--- config.mk ---
export PLATFORM = sky130hd
export DESIGN_NAME = adc_conv_arbiter_flat
export DESIGN_NICKNAME = d
export VERILOG_FILES = /design/src/rtl/adc_conv_arbiter_pkg.sv /design/src/rtl/adc_conv_arbiter_if.sv /design/src/rtl/adc_conv_arbiter_rr_arb.sv /design/src/rtl/adc_conv_arbiter.sv /design/src/flat_wrapper.sv
export SDC_FILE = /design/constraint.sdc
export NUM_CORES = 1
export LEC_CHECK = 0
export CAP_MARGIN = 30
export CORE_MARGIN = 2
export CORE_UTILIZATION = 47
export CTS_CLUSTER_DIAMETER = 80
export DETAILED_ROUTE_END_ITERATION = 7
export GPL_TIMING_DRIVEN = 0
export PLACE_DENSITY = 0.84
export SKIP_LAST_GASP = 1
export SYNTH_ARGS = -nofsm -noshare
export SYNTH_HDL_FRONTEND = slang
export SYNTH_SLANG_ARGS = --single-unit
--- constraint.sdc ---
create_clock -name CLOCK -period 2.6 [get_ports CLOCK]
set_clock_uncertainty 0.05 [all_clocks]
set_input_delay 0.52 -clock CLOCK [delete_from_list [all_inputs] [get_ports CLOCK]]
set_output_delay 0.52 -clock CLOCK [all_outputs]
set_load 0.02 [all_outputs]
--- src/rtl/adc_conv_arbiter_pkg.sv ---
// adc_ctrl_pkg: shared types and constants for the ADC conversion arbiter.
// Provides the FSM state enum, error/averaging constants, counter sizing.
package adc_ctrl_pkg;

    typedef enum logic [2:0] {
        IDLE,
        SETTLE,
        SOC,
        WAIT_EOC,
        CAPTURE
    } state_t;

    localparam logic [31:0] ADC_ERR_VALUE = '1;
    localparam int AVG_SHIFT = 2;
    localparam int AVG_COUNT = 4;

    function automatic int cnt_width(input int max_val);
        return (max_val < 1) ? 1 : $clog2(max_val + 1);
    endfunction

endpackage

--- src/rtl/adc_conv_arbiter_if.sv ---
// Requester-side bundle of the ADC conversion arbiter.
// master: requester/readout side; slave: the arbiter.
interface adc_conv_arbiter_if #(
    parameter int N_REQ  = 4,
    parameter int CH_W   = 6,
    parameter int DATA_W = 12
);
    logic [N_REQ-1:0]      req_valid;
    logic [N_REQ*CH_W-1:0] req_ch;
    logic [N_REQ-1:0]      req_grant;
    logic [N_REQ-1:0]      rsp_valid;
    logic [DATA_W-1:0]     rsp_data;
    logic                  rsp_err;

    modport master (
        output req_valid, req_ch,
        input  req_grant, rsp_valid, rsp_data, rsp_err
    );

    modport slave (
        input  req_valid, req_ch,
        output req_grant, rsp_valid, rsp_data, rsp_err
    );
endinterface

--- src/rtl/adc_conv_arbiter_rr_arb.sv ---
// adc_rr_arb: round-robin winner select with its own pointer register.
// Ports: CLOCK, RESETB, req_valid, grant_en in; any, win, grant out.
module adc_rr_arb #(
    parameter int N_REQ = 4,
    parameter int IDX_W = $clog2(N_REQ)
) (
    input  logic             CLOCK,
    input  logic             RESETB,
    input  logic [N_REQ-1:0] req_valid,
    input  logic             grant_en,
    output logic             any,
    output logic [IDX_W-1:0] win,
    output logic [N_REQ-1:0] grant
);
    logic [IDX_W-1:0] ptr_q;

    // Scan from the farthest offset down so the nearest hit wins.
    always_comb begin
        int idx;
        any = 1'b0;
        win = '0;
        idx = 0;
        for (int i = N_REQ - 1; i >= 0; i--) begin
            idx = int'(ptr_q) + i;
            if (idx >= N_REQ) idx = idx - N_REQ;
            if (req_valid[IDX_W'(idx)]) begin
                any = 1'b1;
                win = IDX_W'(idx);
            end
        end
    end

    assign grant = (grant_en && any) ? (N_REQ'(1) << win) : '0;

    always_ff @(posedge CLOCK or negedge RESETB) begin
        if (!RESETB) begin
            ptr_q <= '0;
        end else if (grant_en && any) begin
            ptr_q <= (win == IDX_W'(N_REQ - 1)) ? '0 : win + 1'b1;
        end
    end
endmodule

--- src/rtl/adc_conv_arbiter.sv ---
// adc_conv_arbiter: shares one ADC between N_REQ requesters (round-robin).
// Ports: CLOCK, RESETB; bus (req/grant/rsp); adc_mux_sel, adc_soc, adc_eoc,
// adc_data; busy. Optional ADC_AVG_EN: average 4 conversions per grant.
module adc_conv_arbiter
    import adc_ctrl_pkg::*;
#(
    parameter int N_REQ       = 4,
    parameter int CH_W        = 6,
    parameter int DATA_W      = 12,
    parameter int SETTLE_CYC  = 16,
    parameter int SOC_CYC     = 4,
    parameter int TIMEOUT_CYC = 4096
) (
    input  logic              CLOCK,
    input  logic              RESETB,
    adc_conv_arbiter_if.slave bus,
    output logic [CH_W-1:0]   adc_mux_sel,
    output logic              adc_soc,
    input  logic              adc_eoc,
    input  logic [DATA_W-1:0] adc_data,
    output logic              busy
);
    localparam int IDX_W   = $clog2(N_REQ);
    localparam int MAX_A   = (SETTLE_CYC > SOC_CYC) ? SETTLE_CYC : SOC_CYC;
    localparam int CNT_MAX = (MAX_A > TIMEOUT_CYC) ? MAX_A : TIMEOUT_CYC;
    localparam int CNT_W   = cnt_width(CNT_MAX);
    localparam logic [CNT_W-1:0] SETTLE_LAST = CNT_W'(SETTLE_CYC - 1);
    localparam logic [CNT_W-1:0] SOC_LAST    = CNT_W'(SOC_CYC - 1);
    localparam logic [CNT_W-1:0] TMO_LAST    = CNT_W'(TIMEOUT_CYC - 1);

    state_t            state_q;
    logic [CNT_W-1:0]  cnt_q;
    logic [CNT_W-1:0]  cnt_inc;
    logic [IDX_W-1:0]  owner_q;
    logic [IDX_W-1:0]  win;
    logic              any;
    logic              grant_en;
    logic [N_REQ-1:0]  owner_oh;
    logic [2:0]        eoc_sync;
    logic              eoc_rise;
    logic [N_REQ-1:0]  rsp_valid_q;
    logic [DATA_W-1:0] rsp_data_q;
    logic              rsp_err_q;

`ifdef ADC_AVG_EN
    localparam int CONV_W = $clog2(AVG_COUNT);
    logic [CONV_W-1:0] conv_q;
    logic [DATA_W+1:0] acc_q;
    logic [DATA_W+1:0] acc_nxt;
    logic              last_conv;

    assign acc_nxt   = acc_q + {2'b00, adc_data};
    assign last_conv = (conv_q == CONV_W'(AVG_COUNT - 1));
`endif

    assign grant_en = (state_q == IDLE);
    assign owner_oh = N_REQ'(1) << owner_q;
    // Saturate rather than wrap.
    assign cnt_inc  = (cnt_q == '1) ? cnt_q : cnt_q + CNT_W'(1);
    // Edge detect after the 2-flop synchronizer; a held-high pin never fires.
    assign eoc_rise = eoc_sync[1] & ~eoc_sync[2];

    assign bus.rsp_valid = rsp_valid_q;
    assign bus.rsp_data  = rsp_data_q;
    assign bus.rsp_err   = rsp_err_q;

    adc_rr_arb #(.N_REQ(N_REQ)) u_arb (
        .CLOCK     (CLOCK),
        .RESETB    (RESETB),
        .req_valid (bus.req_valid),
        .grant_en  (grant_en),
        .any       (any),
        .win       (win),
        .grant     (bus.req_grant)
    );

    always_ff @(posedge CLOCK or negedge RESETB) begin
        if (!RESETB) begin
            state_q     <= IDLE;
            cnt_q       <= '0;
            owner_q     <= '0;
            adc_mux_sel <= '0;
            adc_soc     <= 1'b0;
            busy        <= 1'b0;
            rsp_valid_q <= '0;
            rsp_data_q  <= '0;
            rsp_err_q   <= 1'b0;
            eoc_sync    <= '0;
`ifdef ADC_AVG_EN
            conv_q      <= '0;
            acc_q       <= '0;
`endif
        end else begin
            eoc_sync <= {eoc_sync[1:0], adc_eoc};
            unique case (state_q)
                IDLE: begin
                    if (any) begin
                        owner_q     <= win;
                        adc_mux_sel <= bus.req_ch[win*CH_W +: CH_W];
                        cnt_q       <= '0;
                        busy        <= 1'b1;
                        state_q     <= SETTLE;
`ifdef ADC_AVG_EN
                        conv_q      <= '0;
                        acc_q       <= '0;
`endif
                    end
                end
                SETTLE: begin
                    if (cnt_q == SETTLE_LAST) begin
                        cnt_q   <= '0;
                        adc_soc <= 1'b1;
                        state_q <= SOC;
                    end else begin
                        cnt_q <= cnt_inc;
                    end
                end
                SOC: begin
                    if (cnt_q == SOC_LAST) begin
                        cnt_q   <= '0;
                        adc_soc <= 1'b0;
                        state_q <= WAIT_EOC;
                    end else begin
                        cnt_q <= cnt_inc;
                    end
                end
                WAIT_EOC: begin
                    // A rise on the expiry cycle still counts as a result.
                    if (eoc_rise) begin
`ifdef ADC_AVG_EN
                        if (last_conv) begin
                            rsp_data_q  <= DATA_W'(acc_nxt >> AVG_SHIFT);
                            rsp_err_q   <= 1'b0;
                            rsp_valid_q <= owner_oh;
                            state_q     <= CAPTURE;
                        end else begin
                            acc_q   <= acc_nxt;
                            conv_q  <= conv_q + 1'b1;
                            cnt_q   <= '0;
                            adc_soc <= 1'b1;
                            state_q <= SOC;
                        end
`else
                        rsp_data_q  <= adc_data;
                        rsp_err_q   <= 1'b0;
                        rsp_valid_q <= owner_oh;
                        state_q     <= CAPTURE;
`endif
                    end else if (cnt_q == TMO_LAST) begin
                        rsp_data_q  <= ADC_ERR_VALUE[DATA_W-1:0];
                        rsp_err_q   <= 1'b1;
                        rsp_valid_q <= owner_oh;
                        state_q     <= CAPTURE;
                    end else begin
                        cnt_q <= cnt_inc;
                    end
                end
                CAPTURE: begin
                    rsp_valid_q <= '0;
                    busy        <= 1'b0;
                    state_q     <= IDLE;
                end
                default: state_q <= IDLE;
            endcase
        end
    end
endmodule

--- src/flat_wrapper.sv ---
// flat-port wrapper written by rule: the top's interface ports become plain ports
module adc_conv_arbiter_flat import adc_ctrl_pkg::*;
#(
    parameter int N_REQ       = 4,
    parameter int CH_W        = 6,
    parameter int DATA_W      = 12,
    parameter int SETTLE_CYC  = 16,
    parameter int SOC_CYC     = 4,
    parameter int TIMEOUT_CYC = 4096
)
  (CLOCK, RESETB, adc_mux_sel, adc_soc, adc_eoc, adc_data, busy, bus_req_valid, bus_req_ch, bus_req_grant, bus_rsp_valid, bus_rsp_data, bus_rsp_err);
  adc_conv_arbiter_if #(.N_REQ(N_REQ), .CH_W(CH_W), .DATA_W(DATA_W)) bus_i ();
  input  logic CLOCK;
  input  logic RESETB;
  output logic [CH_W-1:0] adc_mux_sel;
  output logic adc_soc;
  input  logic adc_eoc;
  input  logic [DATA_W-1:0] adc_data;
  output logic busy;
  input wire logic [$bits(bus_i.req_valid)-1:0] bus_req_valid;
  input wire logic [$bits(bus_i.req_ch)-1:0] bus_req_ch;
  output wire logic [$bits(bus_i.req_grant)-1:0] bus_req_grant;
  output wire logic [$bits(bus_i.rsp_valid)-1:0] bus_rsp_valid;
  output wire logic [$bits(bus_i.rsp_data)-1:0] bus_rsp_data;
  output wire logic [$bits(bus_i.rsp_err)-1:0] bus_rsp_err;
  assign bus_i.req_valid = bus_req_valid;
  assign bus_i.req_ch = bus_req_ch;
  assign bus_req_grant = bus_i.req_grant;
  assign bus_rsp_valid = bus_i.rsp_valid;
  assign bus_rsp_data = bus_i.rsp_data;
  assign bus_rsp_err = bus_i.rsp_err;
  adc_conv_arbiter #(.N_REQ(N_REQ), .CH_W(CH_W), .DATA_W(DATA_W), .SETTLE_CYC(SETTLE_CYC), .SOC_CYC(SOC_CYC), .TIMEOUT_CYC(TIMEOUT_CYC)) u_core (.CLOCK(CLOCK), .RESETB(RESETB), .bus(bus_i), .adc_mux_sel(adc_mux_sel), .adc_soc(adc_soc), .adc_eoc(adc_eoc), .adc_data(adc_data), .busy(busy));
endmodule
# Word-level counts from Yosys, hierarchy flattened
# Cells that the tools add are included.
[totals]
ff_bits = 48
in_bits = 43
output_inout_bits = 29
elab_cells = 114
[classes]
addsub = 9
n_mul = 1
order_cmp = 8
n_eq_ne = 15
n_shift = 3
muxes = 51
bitwise = 2
reduce_logical = 14
[ops]
columns = ["operator", "count"]
rows = [
  ["2-to-1 mux 13 bit", 6],
  ["case mux 13 bit (4 select lines)", 1],
  ["2-to-1 mux 12 bit", 2],
  ["variable part select 24 x 6 -> 6 bit", 1],
  ["2-to-1 mux 2 bit", 9],
  ["2-to-1 mux 1 bit", 17],
  ["less-than comparator 2 x 4 -> 1 bit, second input constant", 4],
  ["2-to-1 mux 3 bit", 5],
  ["adder 13 x 1 -> 13 bit, second input constant", 1],
  ["equality test 13 x 12 -> 1 bit, second input constant", 1],
  ["equality test 13 bit, second input constant", 1],
  ["equality test 13 x 2 -> 1 bit, second input constant", 1],
  ["equality test 13 x 4 -> 1 bit, second input constant", 1],
  ["2-to-1 mux 4 bit", 3],
  ["case mux 3 bit (4 select lines)", 1],
  [">= comparator 3 bit, second input constant", 3],
  ["binary-select mux 1 bit (select 2 bit)", 4],
  ["case mux 4 bit (2 select lines)", 1],
  ["AND reduction 2 bit", 4],
  ["AND reduction 4 bit", 2],
  ["nonzero test 2 bit", 4],
  ["<< shifter 1 x 2 -> 4 bit, first input constant", 2],
  ["subtractor 2 x 1 -> 2 bit, second input constant", 4],
  ["adder 2 x 2 -> 3 bit, second input constant", 2],
  ["other kinds (18)", 23],
]

# Depth between registers and ports, before layout
[logic_depth]
word_depth = 12
mapped_depth = 8
depth_no_buf = 7

# Modules after synthesis
# From an unflattened synthesis, not the netlist that was laid out.
[unflattened]
cells_unflattened = 223
hier_area_um2 = 2464.9
[modules_own_cells]
columns = ["module", "instances", "cells_per_inst", "area_per_inst_um2"]
rows = [
  ["adc_conv_arbiter", 1, 193, 2209.6],
  ["adc_rr_arb", 1, 30, 255.2],
]

# Least setup slack after synthesis
# OpenSTA, ideal clock, no wires.
[synth_path]
kind = "input -> output"
start = "input port bus_req_valid[0]"
end = "output port bus_req_grant[3]"
arrival_ns = 1.891
path_slack_ns = 0.139
stages = 7
n_path_buf = 1
cell_sequence = "inv_1 o221a_2 o22ai_2 buf_2 inv_1 ha_1 and2_1"
[synth_via]
elab_chain_cells = 9
word_cells_on_any_way = 23
cone_classes = "shift: 1; mux: 21; reduce/logical: 1"
[synth_lines]
columns = ["item", "line", "source"]
rows = [
  ["start: declaration", "flat_wrapper.sv:20", "input wire logic [$bits(bus_i.req_valid)-1:0] bus_req_valid;"],
  ["binary-select mux 1 bit (select 2 bit)", "adc_conv_arbiter_rr_arb.sv:26", "if (req_valid[IDX_W'(idx)]) begin"],
  ["2-to-1 mux 1 bit (implied by the code) (2 in series)", "adc_conv_arbiter_rr_arb.sv:26", ""],
  ["2-to-1 mux 2 bit (3 in series)", "adc_conv_arbiter_rr_arb.sv:26", ""],
  ["2-to-1 mux 2 bit *", "adc_conv_arbiter_rr_arb.sv:26", ""],
  ["via u_core.u_arb.win[0]", "adc_conv_arbiter_rr_arb.sv:12", "output logic [IDX_W-1:0] win,"],
  ["<< shifter 1 x 2 -> 4 bit *", "adc_conv_arbiter_rr_arb.sv:33", "assign grant = (grant_en && any) ? (N_REQ'(1) << win) : '0;"],
  ["2-to-1 mux 4 bit *", "adc_conv_arbiter_rr_arb.sv:33", ""],
  ["end: declaration", "flat_wrapper.sv:22", "output wire logic [$bits(bus_i.req_grant)-1:0] bus_req_grant;"],
]
# The timed path passes the listed nets; every way through them passes the cells marked *. The select of a mux whose other input is x is not followed.

# Final worst setup path
[layout_path]
start = "input port bus_req_valid[2]"
end = "output port bus_req_grant[2]"
[layout_via]
elab_chain_cells = 9
word_cells_on_any_way = 23
cone_classes = "shift: 1; mux: 21; reduce/logical: 1"
[layout_lines]
columns = ["item", "line"]
rows = [
  ["binary-select mux 1 bit (select 2 bit)", "adc_conv_arbiter_rr_arb.sv:26"],
  ["2-to-1 mux 1 bit (implied by the code) (2 in series)", "adc_conv_arbiter_rr_arb.sv:26"],
  ["2-to-1 mux 2 bit / 2-to-1 mux 1 bit (equally long branches) (4 in series)", "adc_conv_arbiter_rr_arb.sv:26"],
  ["<< shifter 1 x 2 -> 4 bit / logical AND 1 bit (equally long branches)", "adc_conv_arbiter_rr_arb.sv:33"],
  ["2-to-1 mux 4 bit *", "adc_conv_arbiter_rr_arb.sv:33"],
]
# Mark *: on every way between the ends. The rest lies on a longest branch, timed or not. The select of a mux whose other input is x is not followed.

==> results.sh <==
export IMPL_crit_arrival_ns=1.93
export IMPL_initial_util_pct=48.2
export IMPL_yosys_register_bits=48
export IMPL_multi_input_comb_area_um2=1190
export IMPL_final_antenna_net_count=0
export IMPL_first_iter_violations=126
export IMPL_die_x_um=75.9
export IMPL_worst_ir_drop_vdd_v=0.000665
export IMPL_final_seq_area_um2=1200
export IMPL_cts_made_buffers=5
export IMPL_post_place_cells=374
export IMPL_clock_tree_from_tritoncts="done"
export IMPL_grt_overflow_total=0
export IMPL_die_h_um=75.9
export IMPL_antenna_cells_inserted=0
export IMPL_track_usage_pct=21.3
export IMPL_finish_cell_count_without_fillers=388
export IMPL_slew_at_the_pin_with_the_worst_max_slew_slack_ns=0.534
export IMPL_holdBufCountCts=0
export IMPL_synth_top_cell_by_area="sky130_fd_sc_hd__dfrtp_1"
export IMPL_timing_critical_path_cells="dlygate4sd2_1 -> nor2b_1 -> nor3_2 -> o22ai_4 -> buf_8 -> buf_4 -> ha_1 -> and2_1 -> buf_2"
export IMPL_die_area_um2=5760
export IMPL_synth_cell_type_count=50
export IMPL_path_clk_slew_ns=0.09
export IMPL_cellLeakagePower_nw=1.49
export IMPL_synth_cell_area_um2=2430
export IMPL_crit_path_top_delay_cell="sky130_fd_sc_hd__dlygate4sd2_1"
export IMPL_htree_num_levels=2
export IMPL_routed_via_count=2127
export IMPL_category_of_the_worst_setup_path_launch_point="primary input"
export IMPL_placement_setup_worst_slack_ns=-1.12
export IMPL_largest_net_degree_at_the_start_of_global_routing=39
export IMPL_synth_seq_area_share_pct=49.5
export IMPL_io_pin_count=72
export IMPL_worst_path_stages=9
export IMPL_io_buffer_count=71
export IMPL_cp_max_fo=3
export IMPL_post_route_cells_drive_above_1_share_pct=14.2
export IMPL_worst_setup_path_type="in -> out"
export IMPL_cp_slowest_stage_delay_ns=0.26
export IMPL_dp_hpwl_um=4330
export IMPL_fin_nets=365
export IMPL_via_per_inst=5.48
export IMPL_cts_root_buffer_cell="sky130_fd_sc_hd__clkbuf_8"
export IMPL_cp_startpoint="bus_req_valid[2]"
export IMPL_first_global_vias=2050
export IMPL_drt_drc_violations_left=0
export IMPL_num_rows=26
export IMPL_timing_critical_path_max_delay_family="buffers and inverters"
export IMPL_yosysWarningCount=0
export IMPL_crit_reg2reg_launch="u_core.state_q[1]"
export IMPL_grt_setup_unrepaired="no"
export IMPL_first_pass_grt_wire_length_um=9300
export IMPL_timing_critical_path_required_ns=2.03
export IMPL_drt_first_pass_iters=4
export IMPL_syn_nets=280
export IMPL_max_clock_freq_mhz=401
export IMPL_powerDensity_nw_per_um2=955
export IMPL_ys_flop_type="sky130_fd_sc_hd__dfrtp_1"
export IMPL_cp_num_buf_inv=4
export IMPL_route_detailed_wl_per_inst_um=15.1
export IMPL_initial_antenna_violation_count=0
export IMPL_layout_core_utilization_pct=67.3
export IMPL_r2r_cells=6
export IMPL_timing_final_max_slew_violations=0
export IMPL_cts_sinks=48
export IMPL_netlist_area_leader_share_pct=49.5
export IMPL_run_status="completed"
export IMPL_synth_top_cells_by_area="sky130_fd_sc_hd__dfrtp_1, sky130_fd_sc_hd__mux2i_1, sky130_fd_sc_hd__o22a_1"
export IMPL_final_min_period_over_clock_period_pct=96.0
export IMPL_worst_hold_path_type="in -> async"
export IMPL_fin_ws_ns=0.104
export IMPL_final_hold_violation_count=0
export IMPL_maxCapViolCount=0
export IMPL_postSynthCellCount=232
export IMPL_setup_violations=0
export IMPL_placeableCoreArea_um2=5040
export IMPL_detail_route_wirelength_um=5870
export IMPL_slew_limit_headroom_pct=64.3
export IMPL_synthArstFlopShare_pct=100
export IMPL_insertion_delay_ns=0.30
export IMPL_clk_path_buf_depth=2
export IMPL_final_min_clock_period_ns=2.50
export IMPL_synth_area_per_cell_um2=10.5
export IMPL_syn2layout_area_growth_pct=39.8
export IMPL_routability_congestion_estimate=0.839
export IMPL_count_of_fill_cells_added_during_filler_insertion=395
export IMPL_crit_path_end_kind="output pin"
export IMPL_synth_edf_count=0
==> power breakdown <==
part / leakage [nW] / internal, mW / switching, mW
clock: 0.0510 / 0.213 / 0.243
combinational: 0.829 / 0.781 / 0.855
sequential: 0.606 / 0.990 / 0.160
total: 1.49 / 1.98 / 1.26
==> per-layer routing <==
metal,wire (um),global-route usage [%],vias to the layer above
met5,0,0,-
met1,2510,27.8,1039
li1,-,-,1032
met3,294,5.42,4
met4,57,6.43,0
met2,3000,35.1,52
==> synthesized netlist by cell type (3+ instances only) <==
cell                       number
sky130_fd_sc_hd__buf_2          3
sky130_fd_sc_hd__o221ai_1       7
sky130_fd_sc_hd__nand2_1       27
sky130_fd_sc_hd__nor2b_1        3
sky130_fd_sc_hd__o211ai_1       4
sky130_fd_sc_hd__and2_1         4
sky130_fd_sc_hd__a21oi_1        8
sky130_fd_sc_hd__or4_1          3
sky130_fd_sc_hd__nor3_1         3
sky130_fd_sc_hd__ha_1           5
sky130_fd_sc_hd__clkbuf_1       7
sky130_fd_sc_hd__inv_1          5
sky130_fd_sc_hd__and3_1         3
sky130_fd_sc_hd__xor2_1         6
sky130_fd_sc_hd__mux2i_1       13
sky130_fd_sc_hd__nand3_1        7
sky130_fd_sc_hd__or3_1          4
sky130_fd_sc_hd__nor2_1        13
sky130_fd_sc_hd__nand4_1        4
sky130_fd_sc_hd__o22a_1        12
sky130_fd_sc_hd__o31ai_1        4
sky130_fd_sc_hd__o21ai_0        8
sky130_fd_sc_hd__dfrtp_1       48
==> cells in the final DEF (no fill, tap or decap), drive strengths merged, types with 5 or more instances in the layout <==
| cell | instances |
|---|---|
| o22a | 12 |
| o21ai | 9 |
| nor2 | 13 |
| nand2 | 28 |
| nand3 | 7 |
| o221ai | 7 |
| a21oi | 8 |
| ha | 5 |
| clkbuf | 15 |
| dfrtp | 48 |
| buf | 16 |
| mux2i | 13 |
| or3 | 5 |
| xor2 | 6 |
| inv | 5 |
| clkdlybuf4s50 | 62 |
==> flip-flops by register name, indices dropped and copies added (netlist names) <==
signal and count:
u_core.bus.rsp_valid 4, u_core.adc_soc 1, u_core.bus.rsp_data 12, u_core.state_q 3, u_core.u_arb.ptr_q 2, u_core.bus.rsp_err 1
u_core.owner_q 2, u_core.eoc_sync 3, u_core.adc_mux_sel 6, u_core.cnt_q 13, u_core.busy 1
==> what timing repair did <==
action	in CTS	in global routing
endpoints found under the setup margin	4	5
pin swaps	2	2
setup buffers	4	2
gates resized for setup	27	10
==> final timing paths <==
kind | end | slack, ns
max | bus_req_grant[2] | 0.10
min | u_core.bus.rsp_data[5] | 0.03
max reg2reg | u_core.cnt_q[11] | 0.19
min reg2reg | u_core.eoc_sync[1] | 0.30
max in group asynchronous | u_core.bus.rsp_data[9] | 1.98
min in group CLOCK | u_core.eoc_sync[1] | 0.30
==> kinds of logic after synthesis <==
family                     share of synthesized area (%)
xor gates and xnor gates                            2.16
DFF                                                 49.5
AOI/OAI and AO/OA                                   19.0
adders and majority gates                           2.58
muxes                                               5.36
buffers and inverters                               2.94
and+or+nand+nor                                     18.5
==> final cells by class <==
type	count	area share, %
flip-flops and latches	48	35.4
multi-input cells	168	35.0
clock buffers	6	2.43
well taps	70	2.58
repair buffers	78	21.9
plain buffers	11	1.84
inverters	5	0.553
clock inverters	2	0.295
==> metrics by stage <==
stage | area, um^2 | hold slack [ns] | power [mW] | TNS [ns]
2_1_floorplan | 2430 | 0.174 | 2.06 | 0
3_3_place_gp | 3230 | 0.284 | 2.66 | -24.74
3_5_place_dp | 3240 | 0.288 | 2.71 | -7.70
4_1_cts | 3370 | 0.0320 | 3.23 | 0
5_1_grt | 3400 | 0.0517 | 3.44 | 0
6_report | 3400 | 0.0346 | 3.24 | 0
(Power assumes the default switching activity.)
